$ cat config.mk
export PLATFORM = sky130hd
export DESIGN_NAME = window_alignment_stream
export DESIGN_NICKNAME = d
export VERILOG_FILES = /design/src/rtl/window_alignment_stream_pkg.sv /design/src/rtl/window_alignment_stream_if.sv /design/src/rtl/window_alignment_stream_packer.sv /design/src/rtl/window_alignment_stream.sv
export SDC_FILE = /design/constraint.sdc
export NUM_CORES = 1
export LEC_CHECK = 0
export ABC_AREA = 1
export BUFFER_PORTS_ARGS = -buffer_cell sky130_fd_sc_hd__buf_4
export CAP_MARGIN = 25
export CORE_MARGIN = 1.5
export CORE_UTILIZATION = 35
export DETAILED_ROUTE_END_ITERATION = 8
export PLACE_DENSITY = 0.62
export REMOVE_ABC_BUFFERS = 1
export SLEW_MARGIN = 20
export SYNTH_ARGS = -nofsm -noshare
export SYNTH_HDL_FRONTEND = slang
export SYNTH_SLANG_ARGS = --single-unit
$ cat constraint.sdc
create_clock -name clk -period 4.7 [get_ports clk]
set_clock_uncertainty 0.1 [all_clocks]
set_input_delay 0.94 -clock clk [delete_from_list [all_inputs] [get_ports clk]]
set_output_delay 0.94 -clock clk [all_outputs]
set_load 0.005 [all_outputs]
$ cat src/rtl/window_alignment_stream_pkg.sv
// Shared constants and types for the window-alignment write path.
package pkg_windowAlignment;

  localparam int unsigned WORD_SIZE   = 32;
  localparam int unsigned WORDS       = 4;
  localparam int unsigned WINDOW_DIM  = 32;
  localparam int unsigned INDEX_WIDTH = $clog2(WINDOW_DIM);
  localparam int unsigned ADDR_WIDTH  = INDEX_WIDTH;
  localparam int unsigned BLOCKS      = (WINDOW_DIM + WORDS - 1) / WORDS;

  typedef logic [WORDS-1:0][WORD_SIZE-1:0] block_t;

  typedef enum logic [1:0] {
    SKIP  = 2'd0,
    PACK  = 2'd1,
    FLUSH = 2'd2
  } wa_state_e;

endpackage

$ cat src/rtl/window_alignment_stream_if.sv
// Window-cache write port bundle: address, packed block, write strobe and backpressure.
interface intf_windowAlignment #(
  parameter int unsigned WORD_SIZE   = 32,
  parameter int unsigned WORDS       = 4,
  parameter int unsigned INDEX_WIDTH = 5
) ();

  logic [INDEX_WIDTH-1:0]            waddrY;
  logic [INDEX_WIDTH-1:0]            waddrBlock;
  logic [WORDS-1:0][WORD_SIZE-1:0]   wdata;
  logic                              we;
  logic                              wready;

  modport source (output waddrY, output waddrBlock, output wdata, output we, input wready);
  modport sink   (input waddrY, input waddrBlock, input wdata, input we, output wready);

endinterface

$ cat src/rtl/window_alignment_stream_packer.sv
// Slot counter and accumulator that gathers WORDS words into one block.
// Unfilled slots are always held at zero, so the accumulator doubles as the zero-padded flush block.
module wa_block_packer
  import pkg_windowAlignment::*;
#(
  parameter int unsigned WORD_SIZE = pkg_windowAlignment::WORD_SIZE,
  parameter int unsigned WORDS     = pkg_windowAlignment::WORDS
) (
  input  logic                            clk,
  input  logic                            rst_n,
  input  logic                            clear_i,
  input  logic                            push_i,
  input  logic [WORD_SIZE-1:0]            data_i,
  output logic                            last_slot_o,
  output logic [WORDS-1:0][WORD_SIZE-1:0] block_o,
  output logic [WORDS-1:0][WORD_SIZE-1:0] pad_o
);

  localparam int unsigned CW = (WORDS > 1) ? $clog2(WORDS) : 1;

  logic [CW-1:0]                   cnt_q, cnt_d, base_cnt;
  logic [WORDS-1:0][WORD_SIZE-1:0] acc_q, acc_d, base_acc;

  // Clear takes effect before a push in the same cycle, so an in_sof word lands in slot 0.
  always_comb begin
    base_cnt    = clear_i ? '0 : cnt_q;
    base_acc    = clear_i ? '0 : acc_q;
    block_o     = base_acc;
    block_o[base_cnt] = data_i;
    last_slot_o = (base_cnt == CW'(WORDS - 1));
    pad_o       = acc_q;
    cnt_d       = cnt_q;
    acc_d       = acc_q;
    if (push_i) begin
      if (last_slot_o) begin
        cnt_d = '0;
        acc_d = '0;
      end else begin
        cnt_d = base_cnt + 1'b1;
        acc_d = block_o;
      end
    end else if (clear_i) begin
      cnt_d = '0;
      acc_d = '0;
    end
  end

  // Slot counter and accumulator registers.
  always_ff @(posedge clk or negedge rst_n) begin
    if (!rst_n) begin
      cnt_q <= '0;
      acc_q <= '0;
    end else begin
      cnt_q <= cnt_d;
      acc_q <= acc_d;
    end
  end

endmodule

$ cat src/rtl/window_alignment_stream.sv
// Integral-image stream to window-cache writer: drops a per-row leading offset,
// packs WORDS words per block and writes blocks with circular row addressing.
module window_alignment_stream
  import pkg_windowAlignment::*;
#(
  parameter int unsigned WORD_SIZE   = pkg_windowAlignment::WORD_SIZE,
  parameter int unsigned WORDS       = pkg_windowAlignment::WORDS,
  parameter int unsigned WINDOW_DIM  = pkg_windowAlignment::WINDOW_DIM,
  parameter int unsigned INDEX_WIDTH = $clog2(WINDOW_DIM),
  parameter int unsigned OFF_WIDTH   = $clog2(WORDS) + 1
) (
  input  logic                         clk,
  input  logic                         rst_n,
  input  logic [OFF_WIDTH-1:0]         cfg_offset,
  input  logic                         in_valid,
  output logic                         in_ready,
  input  logic [WORD_SIZE-1:0]         in_data,
  input  logic                         in_last,
  input  logic                         in_sof,
  output logic [INDEX_WIDTH-1:0]       waddrY,
  output logic [INDEX_WIDTH-1:0]       waddrBlock,
  output logic [WORDS*WORD_SIZE-1:0]   wdata,
  output logic                         we,
  input  logic                         wready,
  output logic                         frame_done
);

  localparam int unsigned NUM_BLOCKS = (WINDOW_DIM + WORDS - 1) / WORDS;
  localparam logic [INDEX_WIDTH-1:0] LAST_ROW = INDEX_WIDTH'(WINDOW_DIM - 1);
  localparam logic [INDEX_WIDTH-1:0] LAST_BLK = INDEX_WIDTH'(NUM_BLOCKS - 1);

  typedef logic [WORDS-1:0][WORD_SIZE-1:0] blk_t;

  wa_state_e              state_q, eff_state;
  logic [OFF_WIDTH-1:0]   skip_cnt_q, off_q, eff_skip, eff_off;
  logic [INDEX_WIDTH-1:0] blk_cnt_q, row_q, eff_blk, eff_row, next_row;
  logic                   row_start_q, row_full_q, eff_full, eff_start;
  logic                   out_free, accept, sof_acc, dropping, push, flush_go;

  logic [INDEX_WIDTH-1:0] waddrY_q, waddrBlock_q;
  blk_t                   wdata_q;
  logic                   we_q, frame_done_q;

  logic                   pk_last;
  blk_t                   pk_block, pk_pad;

  intf_windowAlignment #(
    .WORD_SIZE  (WORD_SIZE),
    .WORDS      (WORDS),
    .INDEX_WIDTH(INDEX_WIDTH)
  ) wr_if ();

  assign wr_if.waddrY     = waddrY_q;
  assign wr_if.waddrBlock = waddrBlock_q;
  assign wr_if.wdata      = wdata_q;
  assign wr_if.we         = we_q;
  assign wr_if.wready     = wready;

  assign waddrY     = wr_if.waddrY;
  assign waddrBlock = wr_if.waddrBlock;
  assign wdata      = wr_if.wdata;
  assign we         = wr_if.we;
  assign frame_done = frame_done_q;

  // Row-start and in_sof override the stored row context, so the accepted word is
  // judged against the freshly sampled offset and the restarted row/block counters.
  always_comb begin
    out_free  = !we_q || wr_if.wready;
    in_ready  = rst_n && (state_q != FLUSH) && out_free;
    accept    = in_valid && in_ready;
    sof_acc   = accept && in_sof;
    eff_start = row_start_q || sof_acc;
    eff_state = eff_start ? SKIP : state_q;
    eff_skip  = eff_start ? '0 : skip_cnt_q;
    eff_off   = eff_start ? cfg_offset : off_q;
    eff_blk   = sof_acc ? '0 : blk_cnt_q;
    eff_row   = sof_acc ? '0 : row_q;
    eff_full  = sof_acc ? 1'b0 : row_full_q;
    dropping  = (eff_state == SKIP) && (eff_skip != eff_off);
    push      = accept && !dropping && !eff_full;
    flush_go  = (state_q == FLUSH) && out_free;
    next_row  = (eff_row == LAST_ROW) ? '0 : eff_row + 1'b1;
  end

  wa_block_packer #(
    .WORD_SIZE(WORD_SIZE),
    .WORDS    (WORDS)
  ) u_packer (
    .clk        (clk),
    .rst_n      (rst_n),
    .clear_i    (sof_acc || flush_go),
    .push_i     (push),
    .data_i     (in_data),
    .last_slot_o(pk_last),
    .block_o    (pk_block),
    .pad_o      (pk_pad)
  );

  // Row FSM, row/block counters and the single write output register stage.
  always_ff @(posedge clk or negedge rst_n) begin
    if (!rst_n) begin
      state_q      <= SKIP;
      skip_cnt_q   <= '0;
      off_q        <= '0;
      blk_cnt_q    <= '0;
      row_q        <= '0;
      row_start_q  <= 1'b1;
      row_full_q   <= 1'b0;
      waddrY_q     <= '0;
      waddrBlock_q <= '0;
      wdata_q      <= '0;
      we_q         <= 1'b0;
      frame_done_q <= 1'b0;
    end else begin
      frame_done_q <= we_q && wr_if.wready && (waddrY_q == LAST_ROW) && (waddrBlock_q == LAST_BLK);
      if (we_q && wr_if.wready) we_q <= 1'b0;

      if (flush_go) begin
        we_q         <= 1'b1;
        waddrY_q     <= row_q;
        waddrBlock_q <= blk_cnt_q;
        wdata_q      <= pk_pad;
        blk_cnt_q    <= '0;
        row_full_q   <= 1'b0;
        row_q        <= next_row;
        state_q      <= SKIP;
        skip_cnt_q   <= '0;
        row_start_q  <= 1'b1;
      end else if (accept) begin
        row_start_q <= 1'b0;
        off_q       <= eff_off;
        row_q       <= eff_row;
        blk_cnt_q   <= eff_blk;
        row_full_q  <= eff_full;
        if (dropping) begin
          state_q    <= SKIP;
          skip_cnt_q <= eff_skip + 1'b1;
        end else begin
          state_q    <= PACK;
          skip_cnt_q <= eff_skip;
          if (push && pk_last) begin
            we_q         <= 1'b1;
            waddrY_q     <= eff_row;
            waddrBlock_q <= eff_blk;
            wdata_q      <= pk_block;
            if (eff_blk == LAST_BLK) row_full_q <= 1'b1;
            else                     blk_cnt_q  <= eff_blk + 1'b1;
          end
        end
        if (in_last) begin
          if (dropping || eff_full || pk_last) begin
            blk_cnt_q   <= '0;
            row_full_q  <= 1'b0;
            row_q       <= next_row;
            state_q     <= SKIP;
            skip_cnt_q  <= '0;
            row_start_q <= 1'b1;
          end else begin
            state_q <= FLUSH;
          end
        end
      end
    end
  end

endmodule

==> impl_results.md, run 1 <==
* Reg-to-reg slack, setup at around 1.4 ns
* Inserted Clock Buffers at 34
* Maximum fanout along the worst path at between 60 and 70
* RSZ-0062 raised after global routing: no
* Via count at 12400
* Core ar. at 40000 sq um
* Worst-path clk slew at about 0.06 ns
* Drt drc at 0
* Worst reg2reg path endpoint: wdata[28]$_DFFE_PN0P_
* Critical setup path kind: primary input to flop
* Initial antenna violation count at 0
* Syn. warnings at 0
* Root Driver: clkbuf_16
* WP data required at a little over 5 ns
* Layout net count at 1968
* Port Buf Inserts at between 150 and 200
* Share of cells above drive strength 1 at 0.150
* Post-CTS setup buffers at 0
* 1st-iter DRT viols at 839
* Initial core utilization at 0.357
* Die X at between 200 and 250 um
* Fin crit period at 3.66 ns
* Routability Congestion at a little over 0.8
* Slew headroom at 0.119
* Final core utilization at 0.429
* Routed vias/inst at ~5.0
* Routed WL per cell at 16.0 um
* Clock sinks at 290
* Final period util at 0.779
* Die Y at 205 um
* Synth top area cells: dfrtp_1, nand2_1, o21ai_0
* R2R depth at 14
* Pre-CTS setup slack at between 0.4 and 0.5 ns
* Worst vdd ir at between 0.0003 and 0.0004 V
* Critical Path Source Type: primary input
* Hold-fix buffers at CTS at 0
* Grt ovf at 0
* Max_cap viols at 0
* Largest net degree at the start of global routing at about 230
* Synthesized flop and latch total at 290
* Post-route ant nets at 0
* GRT Total Usage at 0.191
* Critical Path AT at 3.99 ns
* Sequential share of the synthesized area at 0.509
* # IOs at 182
* Antenna cells at 0
* Clk_lat worst skew at 0.51 ns
* Area added between synthesis and finish at 20.3%
* Area leader, netlist: dfrtp_1
* Pwr/cell area at 674 nW/um^2
* Commonest non-fill, non-tap cell in the layout: nand2_1
* Hpwl dp at 24400 um
* Worst Setup EP: wdata[28]$_DFFE_PN0P_
* Launch point of the worst reg-to-reg path: state_q[1]$_DFFE_PN0P_
* Final wirelength at between 30000 and 40000 um
* Library cells used by synthesis at 34
* Yosys top cell area share at 0.507
* Final Hold Viols at 0
* Layout fillers at a little under 4000
* Die area at ~42000 sq um
* Max H-tree Level at 2
* Worst slew pin tran at 1.32 ns
* Status: completed
* Syn Std Cell Area at 14300 sq um
* Worst setup EP type: flop
* Worst min-delay path category: primary input to asynchronous set/reset pin
* Setup WS post-layout at 1.04 ns
* Mapped Cells at 1802
* Leakage at around 7.8 nW
* Fmax at 0.273 GHz
* Critical Path Source: rst_n
* CTS tree: done
* Worst-case clock buffer depth at 3
* Commonest non-fill, non-tap cells in the layout: nand2_1, dfrtp_1, nor2_1
* Post-CTS sizing at 0
* Vias in the first global route at 12100
* First-pass GRT wire length at 64200 um
* Slew Viols, Final at 0
* Mean Syn Cell Area at 7.92 sq um
* Cell Rows at 73
* Number of setup violations in the final report at 0
* First-pass DRT Iterations at 5
cell families (layout without fill, tap and decap cells):
family / after synthesis / after routing / share of synthesized area
AND/OR/NAND/NOR: 710 / 710 / 0.197
AO/OA/AOI/OAI: 535 / 535 / 0.208
flip-flops: 290 / 290 / 0.509
buffers and inverters: 254 / 397 / 0.0765
adder cells (fa/ha/maj): 8 / 8 / 0.00701
XOR/XNOR: 5 / 5 / 0.00307
flip-flops by register name, indices dropped and copies added (netlist names):
signal and cells:
row_start_q 1, waddrY 5, row_q 5, waddrBlock 5, u_packer.cnt_q 2, u_packer.pad_o 128
off_q 3, skip_cnt_q 3, we 1, frame_done 1, state_q 2, blk_cnt_q 5
row_full_q 1, wdata 128
per-stage QoR:
step / hold WS [ns] / setup TNS, ns / power, mW / std cells / area, sq um
final: 0.189 / 0 / 11.6 / 2470 / 17200
after global routing: 0.186 / 0 / 12.5 / 2470 / 17200
after CTS: 0.181 / 0 / 11.7 / 2468 / 17100
after detailed placement: 0.366 / 0 / 8.96 / 2406 / 16000
after global placement: 0.364 / 0 / 8.82 / 2406 / 16000
after floorplan: 0.349 / -2636.56 / 6.87 / 1674 / 13700
power by group:
part	switching [mW]	internal, mW	total (mW)	leakage [nW]
logic	2.94	2.06	5.00	3.46
registers	0.532	3.35	3.89	3.72
clock network	1.06	1.61	2.67	0.576
total	4.54	7.03	11.6	7.75
layout make-up:
class	count	area, sq um	share of cell area
sequential	290	7260	0.423
multi-input combinational	1258	5960	0.347
timing repair buffer	209	1670	0.0974
clock buffer	49	1050	0.0612
tap	525	657	0.0383
inverter	126	473	0.0275
clock inverter	13	96.3	0.00561
how the worst min path moves through the flow:
| stage | to |
|---|---|
| floorplan | row_q[1]$_DFFE_PN0P_ |
| global placement | row_q[0]$_DFFE_PN0P_ |
| detailed placement | row_q[0]$_DFFE_PN0P_ |
| CTS | we$_DFF_PN0_ |
| global route | we$_DFF_PN0_ |
| finish | we$_DFF_PN0_ |
per-layer routing:
layer	vias up	share of wire	global-route usage
met3	34	0.050	0.0309
met5	-	0	0
li1	6121	-	-
met4	0	0.014	0.0448
met2	290	0.47	0.310
met1	5981	0.47	0.265
critical path, stage by stage:
cell and delay (ns):
buf_8 0.24, inv_1 0.12, a21oi_4 0.14, nand4_4 0.26, nand2_2 0.18, nand2_2 0.08
nand2_1 0.07, nand2_1 0.05, nand2_1 0.05, nand3_1 0.10, nand2_2 0.26, nand4_4 0.34
nand2_8 0.47, buf_4 0.42, nor2_1 0.08, a21oi_1 0.14
cell usage after synthesis:
master    number
inv_2          5
buf_6          5
nand3_4        1
ha_1           8
dfstp_2        1
buf_2         45
clkbuf_1      61
o21a_1        92
clkinv_1       1
nand2_2        5
dfrtp_1      289
o21ai_1       27
nor2_4         1
buf_1          3
nand4_1        4
o21ai_0      214
clkbuf_2       3
o21bai_1       2
inv_1        120
o211ai_1       1
nand3_1       38
xor2_1         4
nor2_1       241
a21oi_4        1
nor3_1         3
nand4_4        2
xnor2_1        1
nand2_1      413
a21oi_1      163
o22ai_1       33
a31oi_1        2
nor3b_1        1
buf_4         11
nand3_2        1
No activity file was read; power rests on OpenSTA's default activity.
==> inputs of run 2 (changes only) <==
clock period = 3.4 ns   (was 4.7 ns; I/O delays follow)
==> impl_results.md, run 2 (same netlist as run 1, synthesis figures left out) <==
* Status: completed (unchanged)
* Slew Viols, Final at 0 (unchanged)
* Met1 GRT Util at 0.266 (was 0.265)
* Die area at 42000 sq um (unchanged)
* Inserted Clock Buffers at 34 (unchanged)
* WP data required at 3.69 ns (was 5.03 ns)
* Min Hold Slack at 0.129 ns (was 0.189 ns)
* Core ar. at 40000 sq um (unchanged)
* Post-route ant nets at 0 (unchanged)
* First-pass DRT Iterations at 5 (unchanged)
* Launch point of the worst reg-to-reg path: state_q[1]$_DFFE_PN0P_ (unchanged)
* Worst min-delay path category: primary input to asynchronous set/reset pin (unchanged)
* Final Hold Viols at 0 (unchanged)
* R2R depth at 10 (was 14)
* Leakage at 7.79 nW (was 7.75 nW)
* Worst-case clock buffer depth at 3 (unchanged)
* Number of setup violations in the final report at 0 (unchanged)
* Cell Rows at 73 (unchanged)
* Max H-tree Level at 2 (unchanged)
* Vias in the first global route at 12000 (was 12100)
* 1st-iter DRT viols at 883 (was 839)
* Layout net count at 1981 (was 1968)
* Antenna cells at 0 (unchanged)
* Hpwl dp at 25100 um (was 24400 um)
* Pwr/cell area at 930 nW/um^2 (was 674 nW/um^2)
* Critical Path Source Type: flop (was primary input)
* Fmax at 0.353 GHz
* Port Buf Inserts at 181 (unchanged)
* RSZ-0062 raised after global routing: no (unchanged)
* Grt ovf at 0 (unchanged)
* Slew headroom at 0.368 (was 0.119)
* Routed WL per cell at 16.1 um (was 16.0 um)
* Clock sinks at 290 (unchanged)
* Die Y at 205 um (unchanged)
* Max_cap viols at 0 (unchanged)
* Commonest non-fill, non-tap cell in the layout: nand2_1 (unchanged)
* Critical Path AT at 3.12 ns (was 3.99 ns)
* Critical Path Source: state_q[1]$_DFFE_PN0P_ (was rst_n)
* Worst vdd ir at 0.000405 V (was 0.000323 V)
* Share of cells above drive strength 1 at 0.152 (was 0.150)
* Clk_lat worst skew at 0.52 ns (was 0.51 ns)
* CTS tree: done (unchanged)
* Drt drc at 0 (unchanged)
* Worst reg2reg path endpoint: wdata[74]$_DFFE_PN0P_ (was wdata[28]$_DFFE_PN0P_)
* Via count at 12500 (was 12400)
* Fin crit period at about 2.8 ns
* # IOs at 182 (unchanged)
* Critical setup path kind: flop to flop (was primary input to flop)
* Busiest grt layer: met2 (unchanged)
* Worst setup EP type: flop (unchanged)
* Hold-fix buffers at CTS at 0 (unchanged)
* Commonest non-fill, non-tap cells in the layout: nand2_1, dfrtp_1, nor2_1 (unchanged)
* Worst slew pin tran at 0.949 ns (was 1.32 ns)
* Routability Congestion at 0.801 (was 0.812)
* Die X at 205 um (unchanged)
* M3 GR Usage at 0.0310 (was 0.0309)
* Post-CTS setup buffers at 0 (unchanged)
* Worst Setup EP: wdata[74]$_DFFE_PN0P_ (was wdata[28]$_DFFE_PN0P_)
* Area added between synthesis and finish at 21.0% (was 20.3%)
* Maximum fanout along the worst path at 53 (was 68)
* Initial antenna violation count at 0 (unchanged)
* Total power at 16.1 mW (was 11.6 mW)
* Reg-to-reg slack, setup at 0.57 ns (was 1.36 ns)
* Initial core utilization at 0.357 (unchanged)
* Final wirelength at 39800 um (was 39600 um)
* First-pass GRT wire length at 64300 um (was 64200 um)
* Root Driver: clkbuf_16 (unchanged)
* Worst-path clk slew at 0.06 ns (about the same)
* Post-CTS sizing at 0 (unchanged)
* Final period util at 0.833
* Largest net degree at the start of global routing at 173 (was 227)
* GR Util met2 at 0.315 (was 0.310)
* Routed vias/inst at 5.05 (was 5.03)
* GRT Total Usage at 0.192 (was 0.191)
-- run 2: cell types whose count changed in the layout (fill, tap and decap cells not counted), sizes merged --
cell      before  now
buf          209  222
clkinv        12    7
clkbuf        49   50
clkinvlp       1    0
-- run 2: worst min path at each step --
stage | startpoint | cells past startpoint | end | slack [ns]
2_1_floorplan | rst_n | 0 | blk_cnt_q[0]$_DFFE_PN0P_ | 0.28
3_3_place_gp | row_q[0]$_DFFE_PN0P_ | 2 | row_q[0]$_DFFE_PN0P_ | 0.36
6_report | rst_n | 2 | frame_done$_DFF_PN0_ | 0.13
3_5_place_dp | blk_cnt_q[3]$_DFFE_PN0P_ | 2 | blk_cnt_q[3]$_DFFE_PN0P_ | 0.37
4_1_cts | rst_n | 2 | frame_done$_DFF_PN0_ | 0.25
5_1_grt | rst_n | 2 | frame_done$_DFF_PN0_ | 0.19
-- run 2: where the power goes --
group / switching (mW) / leakage, nW / internal (mW)
Clock: 1.47 / 0.545 / 2.18
Sequential: 0.740 / 3.72 / 4.64
Combinational: 4.08 / 3.53 / 2.95
Total: 6.29 / 7.79 / 9.77
-- run 2: final cells by class --
cell class	count	area [sq um]
clock inverter	7	63.8
multi-input combinational	1258	5960
fill	3997	22700
sequential	290	7260
tap	525	657
clock buffer	50	1030
timing repair buffer	222	1810
inverter	126	473
-- run 2: worst max-delay path, cell delays in order (launching register included) --
cell and delay (ns):
dfrtp_1 0.44, a21oi_4 0.19, nand4_4 0.17, inv_2 0.19, nor2_4 0.07, inv_2 0.22
buf_4 0.61, nor2_1 0.13, o21ai_0 0.29, o21a_1 0.20, a21oi_1 0.08
-- run 2: per-layer routing --
| metal | part of all wire | routed length [um] | vias to the layer above |
|---|---|---|---|
| met2 | 0.47 | 18800 | 278 |
| li1 | - | - | 6144 |
| met3 | 0.050 | 1990 | 51 |
| met1 | 0.46 | 18300 | 6042 |
| met5 | 0 | 0 | - |
| met4 | 0.016 | 655 | 0 |
-- run 2: stage by stage --
stage / setup WS [ns] / setup TNS (ns) / area (sq um) / util / instances
floorplan: -11.37 / -2934.00 / 13700 / - / 1674
global placement: 0.234 / 0 / 16200 / 0.404 / 2421
detailed placement: 0.215 / 0 / 16200 / 0.404 / 2421
CTS: 0.539 / 0 / 17300 / 0.431 / 2478
global route: 0.331 / 0 / 17300 / 0.431 / 2478
finish: 0.568 / 0 / 17300 / 0.431 / 2478
